### src/rtl/cross_bar_arbiter.sv
// Round-robin arbiter that shares one crossbar slave port between N_MASTERS requesters.
// Optional watchdog timeout is enabled by defining CROSS_BAR_ARBITER_TIMEOUT_EN.
module cross_bar_arbiter #(
  parameter int N_MASTERS      = 4,
  parameter int ADDR_WIDTH     = 32,
  parameter int DATA_WIDTH     = 32,
  parameter int TIMEOUT_CYCLES = 16
) (
  input  logic                             clk,
  input  logic                             rst_n,
  input  logic [N_MASTERS-1:0]             m_req,
  input  logic [N_MASTERS*ADDR_WIDTH-1:0]  m_addr,
  input  logic [N_MASTERS-1:0]             m_cmd,
  input  logic [N_MASTERS*DATA_WIDTH-1:0]  m_wdata,
  output logic [N_MASTERS-1:0]             m_ack,
  output logic [DATA_WIDTH-1:0]            m_rdata,
  output logic                             s_req,
  output logic [ADDR_WIDTH-1:0]            s_addr,
  output logic                             s_cmd,
  output logic [DATA_WIDTH-1:0]            s_wdata,
  input  logic                             s_ack,
  input  logic [DATA_WIDTH-1:0]            s_rdata,
  output logic [$clog2(N_MASTERS)-1:0]     grant_id,
  output logic                             err
);

  localparam int GW = $clog2(N_MASTERS);

  localparam logic IDLE = 1'b0;
  localparam logic BUSY = 1'b1;

  localparam logic [GW-1:0] LAST_INIT = GW'(N_MASTERS - 1);

  if (N_MASTERS < 2 || N_MASTERS > 8 || TIMEOUT_CYCLES < 1) begin : g_param_check
    $error("cross_bar_arbiter: unsupported parameter values");
  end

  logic            state;
  logic [GW-1:0]   last_ptr;
  logic            any_req;
  logic            upper_found;
  logic [GW-1:0]   upper_pick;
  logic [GW-1:0]   wrap_pick;
  logic [GW-1:0]   pick;
  logic [ADDR_WIDTH-1:0] sel_addr;
  logic            sel_cmd;
  logic [DATA_WIDTH-1:0] sel_wdata;
  logic            wd_hit;
  logic            done;

  assign any_req = |m_req;

  // Round-robin pick: lowest requester above last_ptr, else lowest requester overall (wrap).
  always_comb begin
    upper_found = 1'b0;
    upper_pick  = '0;
    wrap_pick   = '0;
    for (int i = N_MASTERS - 1; i >= 0; i--) begin
      if (m_req[i]) begin
        wrap_pick = i[GW-1:0];
        if (i > int'(last_ptr)) begin
          upper_found = 1'b1;
          upper_pick  = i[GW-1:0];
        end
      end
    end
    pick = upper_found ? upper_pick : wrap_pick;
  end

  always_comb begin
    sel_addr  = '0;
    sel_cmd   = 1'b0;
    sel_wdata = '0;
    for (int i = 0; i < N_MASTERS; i++) begin
      if (i[GW-1:0] == pick) begin
        sel_addr  = m_addr[i*ADDR_WIDTH +: ADDR_WIDTH];
        sel_cmd   = m_cmd[i];
        sel_wdata = m_wdata[i*DATA_WIDTH +: DATA_WIDTH];
      end
    end
  end

`ifdef CROSS_BAR_ARBITER_TIMEOUT_EN
  localparam int CW = $clog2(TIMEOUT_CYCLES + 1);
  localparam logic [DATA_WIDTH-1:0] TIMEOUT_DATA = DATA_WIDTH'(32'hDEAD_BEEF);

  logic [CW-1:0] wd_cnt;

  // wd_cnt counts completed BUSY cycles, so a value of TIMEOUT_CYCLES-1 marks the final allowed cycle.
  always_ff @(posedge clk or negedge rst_n) begin
    if (!rst_n) begin
      wd_cnt <= '0;
    end else if (state == IDLE) begin
      wd_cnt <= '0;
    end else if (!s_ack) begin
      wd_cnt <= wd_cnt + CW'(1);
    end
  end

  assign wd_hit  = (state == BUSY) && !s_ack && (wd_cnt == CW'(TIMEOUT_CYCLES - 1));
  assign err     = wd_hit;
  assign m_rdata = wd_hit ? TIMEOUT_DATA : s_rdata;
`else
  assign wd_hit  = 1'b0;
  assign err     = 1'b0;
  assign m_rdata = s_rdata;
`endif

  assign done = (state == BUSY) && (s_ack || wd_hit);

  always_comb begin
    m_ack = '0;
    for (int i = 0; i < N_MASTERS; i++) begin
      m_ack[i] = done && (i[GW-1:0] == grant_id);
    end
  end

  // Slave fields are captured once at grant and held for the whole transaction.
  always_ff @(posedge clk or negedge rst_n) begin
    if (!rst_n) begin
      state    <= IDLE;
      s_req    <= 1'b0;
      s_addr   <= '0;
      s_cmd    <= 1'b0;
      s_wdata  <= '0;
      grant_id <= '0;
      last_ptr <= LAST_INIT;
    end else if (state == IDLE) begin
      if (any_req) begin
        s_req    <= 1'b1;
        s_addr   <= sel_addr;
        s_cmd    <= sel_cmd;
        s_wdata  <= sel_wdata;
        grant_id <= pick;
        state    <= BUSY;
      end
    end else begin
      if (done) begin
        last_ptr <= grant_id;
        s_req    <= 1'b0;
        state    <= IDLE;
      end
    end
  end

endmodule

### config.mk
export PLATFORM = sky130hd
export DESIGN_NAME = cross_bar_arbiter
export DESIGN_NICKNAME = d
export VERILOG_FILES = /design/src/rtl/cross_bar_arbiter.sv
export SDC_FILE = /design/constraint.sdc
export NUM_CORES = 1
export LEC_CHECK = 0
export ABC_AREA = 1
export CAP_MARGIN = 5
export CORE_AREA = 2 2 159 161
export CTS_BUF_LIST = sky130_fd_sc_hd__clkbuf_8
export DETAILED_ROUTE_END_ITERATION = 10
export DIE_AREA = 0 0 161 163
export PLACE_DENSITY = 0.57
export SYNTH_ARGS = -nofsm -noshare
export SYNTH_HDL_FRONTEND = slang
export SYNTH_SLANG_ARGS = --single-unit
export TNS_END_PERCENT = 20
### constraint.sdc
create_clock -name clk -period 2.8 [get_ports clk]
set_clock_uncertainty 0.15 [all_clocks]
set_input_delay 0.42 -clock clk [delete_from_list [all_inputs] [get_ports clk]]
set_output_delay 0.42 -clock clk [all_outputs]
set_load 0.005 [all_outputs]
== After elaboration in Yosys (flattened, before gate mapping) ==
Index checks and enable logic that the tools add are counted.
Storage, ports and cells
  output and inout bits: 105
  flip-flop bits (word level): 71
  bits of input ports: 299
Cells by class
  order comparisons: 3
  bitwise gates (word level): 1
  equality and inequality tests: 7
  mux-type cells: 35
  reduce and logical (&&, ||, !) cells: 12
Operators with widths (count)
  two-way mux 32 bit: 8
  two-way mux 2 bit: 11
  two-way mux 1 bit: 16
  equality test 2 bit (first input constant): 4
  AND reduction 2 bit: 3
  logical AND 1 bit: 5
  equality test 1 x 2 -> 1 bit (first input constant): 2
  > comparator 2 bit (first input constant): 2
  logical NOT 2 bit: 2
  OR reduction 4 bit: 1
  > comparator 1 x 2 -> 1 bit (first input constant): 1
  != test 2 x 1 -> 1 bit (second input constant): 1
  nonzero test 2 bit: 1
  NOT 1 bit: 1

== Longest topological paths before layout ==
Gate-level depths: netlist (run 1).
  depth in word-level cells: 13
  depth in mapped cells: 13
  depth with buffers taken out: 12

== Worst setup path before layout (run 1) ==
Ideal clock, no wire load.
  path type: register to register
  start point: reg last_ptr[1]
  end point: reg s_addr[14]
  path slack: 1.035 ns
  setup time: 0.117 ns
  data arrival time: 1.498 ns
  stages on the path, launching flop included: 11
  path through: dfstp_2 -> inv_1 -> nand2_1 -> nand3_2 -> nand2_2 -> inv_2 -> nand2_2 -> buf_2 -> nand4_1 -> nand2_1 -> nand2_1
On the way
  longest elaborated chain between the ends: 13
  elaborated cells between the ends (all ways): 24
  classes of those cells: order compare (3); eq/ne (3); mux (17); reduce/logical (1)
Ends and longest elaborated chain
  start, declared: RTL line 39  | logic [GW-1:0] last_ptr;
  start signal, assigned: RTL line 139  | last_ptr <= grant_id;
  > comparator 2 bit: RTL line 61  | if (i > int'(last_ptr)) begin
  two-way mux 2 bit or two-way mux 1 bit (tied branches): RTL line 61
  two-way mux 2 bit or two-way mux 1 bit (tied branches): RTL line 59  | if (m_req[i]) begin
  two-way mux 2 bit or two-way mux 1 bit (tied branches): RTL line 61
  two-way mux 2 bit or two-way mux 1 bit (tied branches): RTL line 59
  two-way mux 2 bit or two-way mux 1 bit (tied branches): RTL line 61
  two-way mux 2 bit or two-way mux 1 bit (tied branches): RTL line 59
  two-way mux 2 bit (*): RTL line 67  | pick = upper_found ? upper_pick : wrap_pick;
  logical NOT 2 bit: RTL line 75  | if (i[GW-1:0] == pick) begin
  two-way mux 32 bit (3 in series): RTL line 75
  two-way mux 32 bit (*): RTL line 75
  end signal, assigned: RTL line 131  | s_addr <= sel_addr;
  end, declared: RTL line 18  | output logic [ADDR_WIDTH-1:0] s_addr,
Every way passes the cells marked *; elsewhere a longest branch is shown, timed or not.
A chain may end at the register's enable or synchronous reset.

== Final worst setup path (run 1) ==
  start point: in s_ack
  end point: out m_ack[2]
On the way
  longest elaborated chain between the ends: 2
Ends and longest elaborated chain
  start, declared: RTL line 21  | input logic s_ack,
  logical AND 1 bit: RTL line 109  | assign done = (state == BUSY) && (s_ack || wd_hit);
  logical AND 1 bit: RTL line 114  | m_ack[i] = done && (i[GW-1:0] == grant_id);
  end, declared: RTL line 15  | output logic [N_MASTERS-1:0] m_ack,
Every way passes these cells.

==> results of run 1 <==
==> final cells by class <==
cell class	count	area, sq um
clock inverters	4	16.3
multi-input cells	624	2720
clock buffers	12	165
inverters	9	36.3
flip-flops and latches	71	1780
well taps	330	413
diodes	1	2.50
repair buffers	360	3640
fillers	2687	15900
==> synthesized netlist by cell type (all sizes together) (2+ instances only) <==
cell type and instances:
nand2 262, nor2 140, nand3 116, dfrtp 69
buf 64, o21ai 55, nand4 46, clkbuf 28
inv 9, a21oi 2, dfstp 2
==> sequential cells by signal (all words and copies together), names as in the netlist <==
| register | flops |
|---|---|
| last_ptr | 2 |
| state | 1 |
| s_addr | 32 |
| s_req | 1 |
| s_cmd | 1 |
| grant_id | 2 |
| s_wdata | 32 |
==> final timing paths <==
| path | from | to | slack [ns] | cells past startpoint |
|---|---|---|---|---|
| worst max-delay path | s_ack | m_ack[2] | 0.38 | 6 |
| worst min-delay path | s_wdata[28] | s_wdata[28] | 0.33 | 2 |
| worst max register to register | last_ptr[1] | s_wdata[23] | 0.78 | 8 |
| worst min register to register | s_wdata[28] | s_wdata[28] | 0.33 | 2 |
| max in group asynchronous | rst_n | last_ptr[1] | 1.44 | 3 |
| min in group asynchronous | rst_n | s_addr[8] | 0.42 | 2 |
==> worst max-delay path, cell delays in order <==
cell and delay [ns]:
clkdlybuf4s50_1 0.49, nand2_1 0.09, inv_1 0.13, nand2_1 0.08
nor2_1 0.11, clkdlybuf4s50_1 0.53
==> kinds of logic (layout without fill, tap and decap cells) <==
kind of cell,Yosys count,count (layout),synth area share (%)
compound gates,58,58,5.89
buf+inv,101,385,11.5
flops,71,71,35.1
other cells,1,2,0.0739
simple gates,565,565,47.4
==> metal layers <==
metal | part of all wire [%] | vias up | GRT usage [%]
li1 | - | 3129 | -
met3 | 7.9 | 45 | 4.63
met2 | 49 | 269 | 28.9
met1 | 41 | 2827 | 19.3
met4 | 3.0 | 0 | 6.74
met5 | 0 | - | 0
==> per-stage QoR <==
step | power [mW] | worst slack [ns] | cell area [sq um] | hold slack [ns]
floorplan | 4.43 | 1.04 | 5070 | -0.0256
global route | 8.16 | 0.258 | 8770 | 0.343
CTS | 7.60 | 0.360 | 8770 | 0.336
detailed placement | 6.72 | 0.282 | 8580 | 0.301
finish | 7.44 | 0.381 | 8770 | 0.332
global placement | 6.67 | 0.312 | 8580 | 0.295
==> cells in the final DEF, fill, tap and decap left out, types with 2 or more instances in the layout <==
cell type / netlist / routed
dfrtp_1: 69 / 69
a21oi_2: 1 / 2
inv_1: 6 / 9
nand2_4: 0 / 2
clkbuf_8: 0 / 12
o21ai_0: 53 / 53
inv_2: 3 / 2
nand3_1: 115 / 115
nand2_2: 4 / 2
dfstp_2: 2 / 2
buf_12: 0 / 7
nand4_1: 46 / 46
clkdlybuf4s50_1: 0 / 337
buf_4: 49 / 15
nor2_1: 138 / 138
nand2_1: 258 / 258
==> power by group <==
| part | internal [mW] | switching [mW] |
|---|---|---|
| clock | 0.385 | 0.424 |
| sequential | 1.54 | 0.303 |
| combinational | 2.19 | 2.59 |
==> what timing repair did <==
action | 4_1_cts | 5_1_grt
endpoints found under the setup margin | 0 | 0
endpoints found under the hold margin | 36 | 0
hold buffers | 1 | 0
==> reports/results.txt, run 1 <==
Setup TNS: 0 ns
Max-slew violations: 0
Synth Instances: 796
RSZ-0062 raised after global routing: no
Final Core Density: 35.6%
Post-CTS Resized: 0
Post-synth top flop: dfrtp_1
Area growth from synthesis to layout: 72.9%
# nets final: 1374
Slew Limit Headroom: 62.8%
Yosys top cell by area: dfrtp_1
Core area: 0.0247 sq mm
Horiz. Die Dim: 161 um
Die Ht: 163 um
CTS buffer count: 9
Initial core utilization: 20.6%
Startpoint types: input port
CTS tree: built
Power Dens Cells: 848 mW/mm^2
Yosys warns: 0
Worst-path fanout max: 5
Via density: 4.44
Vias in the first global route: 6081
Clock-pin transition on the worst setup and hold timing paths: 0.08 ns
Syn avg cell area: 6.37 sq um
Placed wire-length estimate: 16800 um
Ports: 404
Worst VDD drop: 492 uV
Hold WC Path Type: flip-flop to flip-flop
Post-synth EDFFs: 0
# clock sinks: 71
Layout Cells excl Fill: 1411
Post-CTS Setup Repair Bufs: 0
First-pass GRT wire length: 33800 um
Leakage: 3.80 nW
GRT Total Usage: 16.6%
Placed Instances: 1393
Rows: 58
Pin count of the biggest net entering global routing: 75
Via count: 6270
Wire length per cell: 16.1 um
Minimum clock period: 2.42 ns
GR Overflow Total: 0
Final Hold Viols: 0
Status: complete, no violations
FMAX: 413 MHz
Synth Register Bits: 71
Maxcap violations: 0
DRT iter0 DRCs: 350
Die area: 0.0262 sq mm
Critical Path AT: 1.85 ns
Register area share after synthesis: 35.1%
Critical Path End Type: output port
Crit path kind: input port to output port
Mapped cell area: 0.00507 sq mm
Area share of the largest cell type after synthesis: 34.0%
Synthesized Nets: 1095
Initial antenna violation count: 1
Clock Path Buffers: 2
Post-synth ARST share: 100%
# DRC: 0
Remaining antenna violation count: 0
DRT Pass-1 Iters: 5
Worst-Skew Late Latency: 0.36 ns
Ratio of cells with drive above 1 in the final layout: 4.63%
Root buffer cell: clkbuf_8
Worst Tran Pin Value: 0.558 ns
Routed wire length: 22700 um
GP Congestion: 0.832
CTS H-tree lvls: 3
Distinct cells, synth: 25
Crit share post-route: 86.4%
Synth top area cells: dfrtp_1, nand2_1, nand3_1, nor2_1, buf_4
Final setup viols: 0
# port buffers: 338
Worst Path Required: 2.23 ns
(Power assumes the default switching activity.)
==> run 2, diff against run 1 <==
--- a/config.mk
+++ b/config.mk
@@ -6,12 +6,11 @@
 export NUM_CORES = 1
 export LEC_CHECK = 0
 export ABC_AREA = 1
-export CAP_MARGIN = 5
 export CORE_AREA = 2 2 159 161
 export CTS_BUF_LIST = sky130_fd_sc_hd__clkbuf_8
 export DETAILED_ROUTE_END_ITERATION = 10
 export DIE_AREA = 0 0 161 163
-export PLACE_DENSITY = 0.57
+export PLACE_DENSITY = 0.54
 export SYNTH_ARGS = -nofsm -noshare
 export SYNTH_HDL_FRONTEND = slang
 export SYNTH_SLANG_ARGS = --single-unit
==> reports/results.txt, run 2 (same netlist as run 1, synthesis figures left out) <==
Status: complete, no violations (unchanged)
Crit share post-route: 86.8% (was 86.4%)
Worst Path Required: 2.23 ns (about the same)
Net Sw Power: 3.33 mW (was 3.32 mW)
FMAX: 411 MHz (was 413 MHz)
Area growth from synthesis to layout: 74.4% (was 72.9%)
# clock sinks: 71 (unchanged)
Via count: 6255 (was 6270)
Placed wire-length estimate: 17100 um (was 16800 um)
CTS H-tree lvls: 3 (unchanged)
Core area: 0.0247 sq mm (unchanged)
CTS tree: built (unchanged)
Die Ht: 163 um (unchanged)
Leakage: 3.82 nW (was 3.80 nW)
# diodes: 0 (was 1)
Root buffer cell: clkbuf_8 (unchanged)
Critical Path AT: 1.86 ns (was 1.85 ns)
CTS buffer count: 9 (unchanged)
Clock Path Buffers: 2 (unchanged)
Switching portion of total power: 43.3% (was 44.6%)
Max-slew violations: 0 (unchanged)
Vias in the first global route: 5986 (was 6081)
Clock-pin transition on the worst setup and hold timing paths: 0.08 ns (about the same)
Commonest non-fill, non-tap cell in the layout: clkdlybuf4s50_1 (unchanged)
Pin count of the biggest net entering global routing: 71 (was 75)
Worst Tran Pin Value: 0.739 ns (was 0.558 ns)
Startpoint types: input port (unchanged)
FF-to-FF setup slack: 0.68 ns (was 0.78 ns)
Remaining antenna violation count: 0 (unchanged)
# DRC: 0 (unchanged)
Worst-path fanout max: 5 (unchanged)
Hold Path Depth: 2 (unchanged)
Worst r2r src: last_ptr[1] (unchanged)
Die area: 0.0262 sq mm (unchanged)
Ratio of cells with drive above 1 in the final layout: 4.91% (was 4.63%)
Routed wire length: 23000 um (was 22700 um)
Final setup viols: 0 (unchanged)
Ports: 404 (unchanged)
Worst r2r dst: s_addr[13] (was s_wdata[23])
Worst VDD drop: 438 uV (was 492 uV)
DRT Pass-1 Iters: 5 (unchanged)
Setup TNS: 0 ns (unchanged)
Hold WC Path Type: flip-flop to flip-flop (unchanged)
Horiz. Die Dim: 161 um (unchanged)
Finished Cell Area: 0.00885 sq mm (was 0.00877 sq mm)
GRT Total Usage: 16.8% (was 16.6%)
Filler cells: 2674 (was 2687)
RSZ-0062 raised after global routing: no (unchanged)
Initial antenna violation count: 1 (unchanged)
Maxcap violations: 0 (unchanged)
Crit path kind: input port to output port (unchanged)
First-pass GRT wire length: 34000 um (was 33800 um)
Clock power frac: 13.5% (was 10.9%)
Critical Path End Type: output port (unchanged)
Worst hold path startpoint: s_addr[14] (was s_wdata[28])
DRT iter0 DRCs: 391 (was 350)
Post-DP Area: 0.00859 sq mm (was 0.00858 sq mm)
P_int: 4.37 mW (was 4.12 mW)
# nets final: 1374 (unchanged)
Hold EP: s_addr[14] (was s_wdata[28])
Wire length per cell: 16.3 um (was 16.1 um)
Sequential share of power: 23.9% (was 24.8%)
Via density: 4.44 (about the same)
Minimum clock period: 2.43 ns (was 2.42 ns)
Slew Limit Headroom: 50.7% (was 62.8%)
GR Overflow Total: 0 (unchanged)
Comb pwr share: 62.6% (was 64.3%)
Rows: 58 (unchanged)
Most frequent cells in the layout: clkdlybuf4s50_1, nand2_1, nor2_1, nand3_1, dfrtp_1 (unchanged)
Largest regs: s_addr: 32 flops, s_wdata: 32 flops (unchanged)
Final Hold Viols: 0 (unchanged)
Final Core Density: 35.9% (was 35.6%)
GP Congestion: 0.780 (was 0.832)
Power Dens Cells: 871 mW/mm^2 (was 848 mW/mm^2)
Initial core utilization: 20.6% (unchanged)
# port buffers: 338 (unchanged)
R2R depth: 9 (was 8)
Post-CTS Setup Repair Bufs: 0 (unchanged)
Worst-Skew Late Latency: 0.36 ns (about the same)
run 2: cell types whose count changed in the layout (fill, tap and decap cells not counted), sizes merged:
cell,before,now
clkinv,1,2
bufinv,0,3
diode,1,0
clkbuf,12,10
clkinvlp,0,1
inv,12,9
run 2: worst max path at each step:
stage | slack (ns) | start | to | cells after the start
floorplan | 1.04 | last_ptr[1] | s_addr[14] | 10
global placement | 0.29 | m_req[1] | s_addr[25] | 9
detailed placement | 0.23 | m_req[1] | s_addr[25] | 9
CTS | 0.37 | s_ack | m_ack[1] | 6
global route | 0.27 | s_ack | m_ack[2] | 6
finish | 0.37 | s_ack | m_ack[1] | 6
run 2: timing repair:
action                                 in CTS  in global routing
setup endpoints to repair                   0                  0
hold buffers                                1                  0
resized for setup                           0                  0
endpoints found under the hold margin      31                  0
run 2: cell type report:
type,count,area (sq um),area share [%]
clock buffer,10,138,1.56
clock inverter,6,108,1.22
inverter,9,36.3,0.410
multi-input combinational,624,2720,30.8
sequential,71,1780,20.1
tap,330,413,4.67
timing repair buffer,360,3650,41.2
run 2: metal layers:
layer	track usage (%)	part of all wire [%]
met5	0	0.057
met4	5.80	2.5
met3	3.67	6.3
met2	28.8	48
met1	21.0	43
run 2: critical path, cell delays in order:
cell and delay, ns:
clkdlybuf4s50_1 0.49, nand2_1 0.09, inv_1 0.14, nand2_1 0.09, nor2_1 0.10, clkdlybuf4s50_1 0.53
run 2: stage by stage:
stage | hold WS, ns | instances | power, mW | setup WS, ns
4_1_cts | 0.337 | 1410 | 7.87 | 0.370
3_5_place_dp | 0.273 | 1393 | 6.76 | 0.226
2_1_floorplan | -0.0256 | 796 | 4.43 | 1.04
5_1_grt | 0.352 | 1410 | 8.45 | 0.268
6_report | 0.331 | 1410 | 7.70 | 0.369
3_3_place_gp | 0.272 | 1393 | 6.71 | 0.288
run 2: power groups by stage:
stage / combinational, mW / sequential, mW / clock [mW]
after global placement: 4.86 / 1.85 / 0
after detailed placement: 4.91 / 1.85 / 0
after CTS: 4.92 / 1.85 / 1.09
final: 4.82 / 1.84 / 1.04
after floorplan: 2.56 / 1.86 / 0
after global routing: 5.41 / 1.91 / 1.13
==> run 3, diff against run 2 <==
--- a/config.mk
+++ b/config.mk
@@ -10,6 +10,7 @@
 export CTS_BUF_LIST = sky130_fd_sc_hd__clkbuf_8
 export DETAILED_ROUTE_END_ITERATION = 10
 export DIE_AREA = 0 0 161 163
+export HOLD_SLACK_MARGIN = 0.05
 export PLACE_DENSITY = 0.54
 export SYNTH_ARGS = -nofsm -noshare
 export SYNTH_HDL_FRONTEND = slang
==> results of run 3 <==
Same layout as run 2: the final DEF is identical, and so are final timing and power.
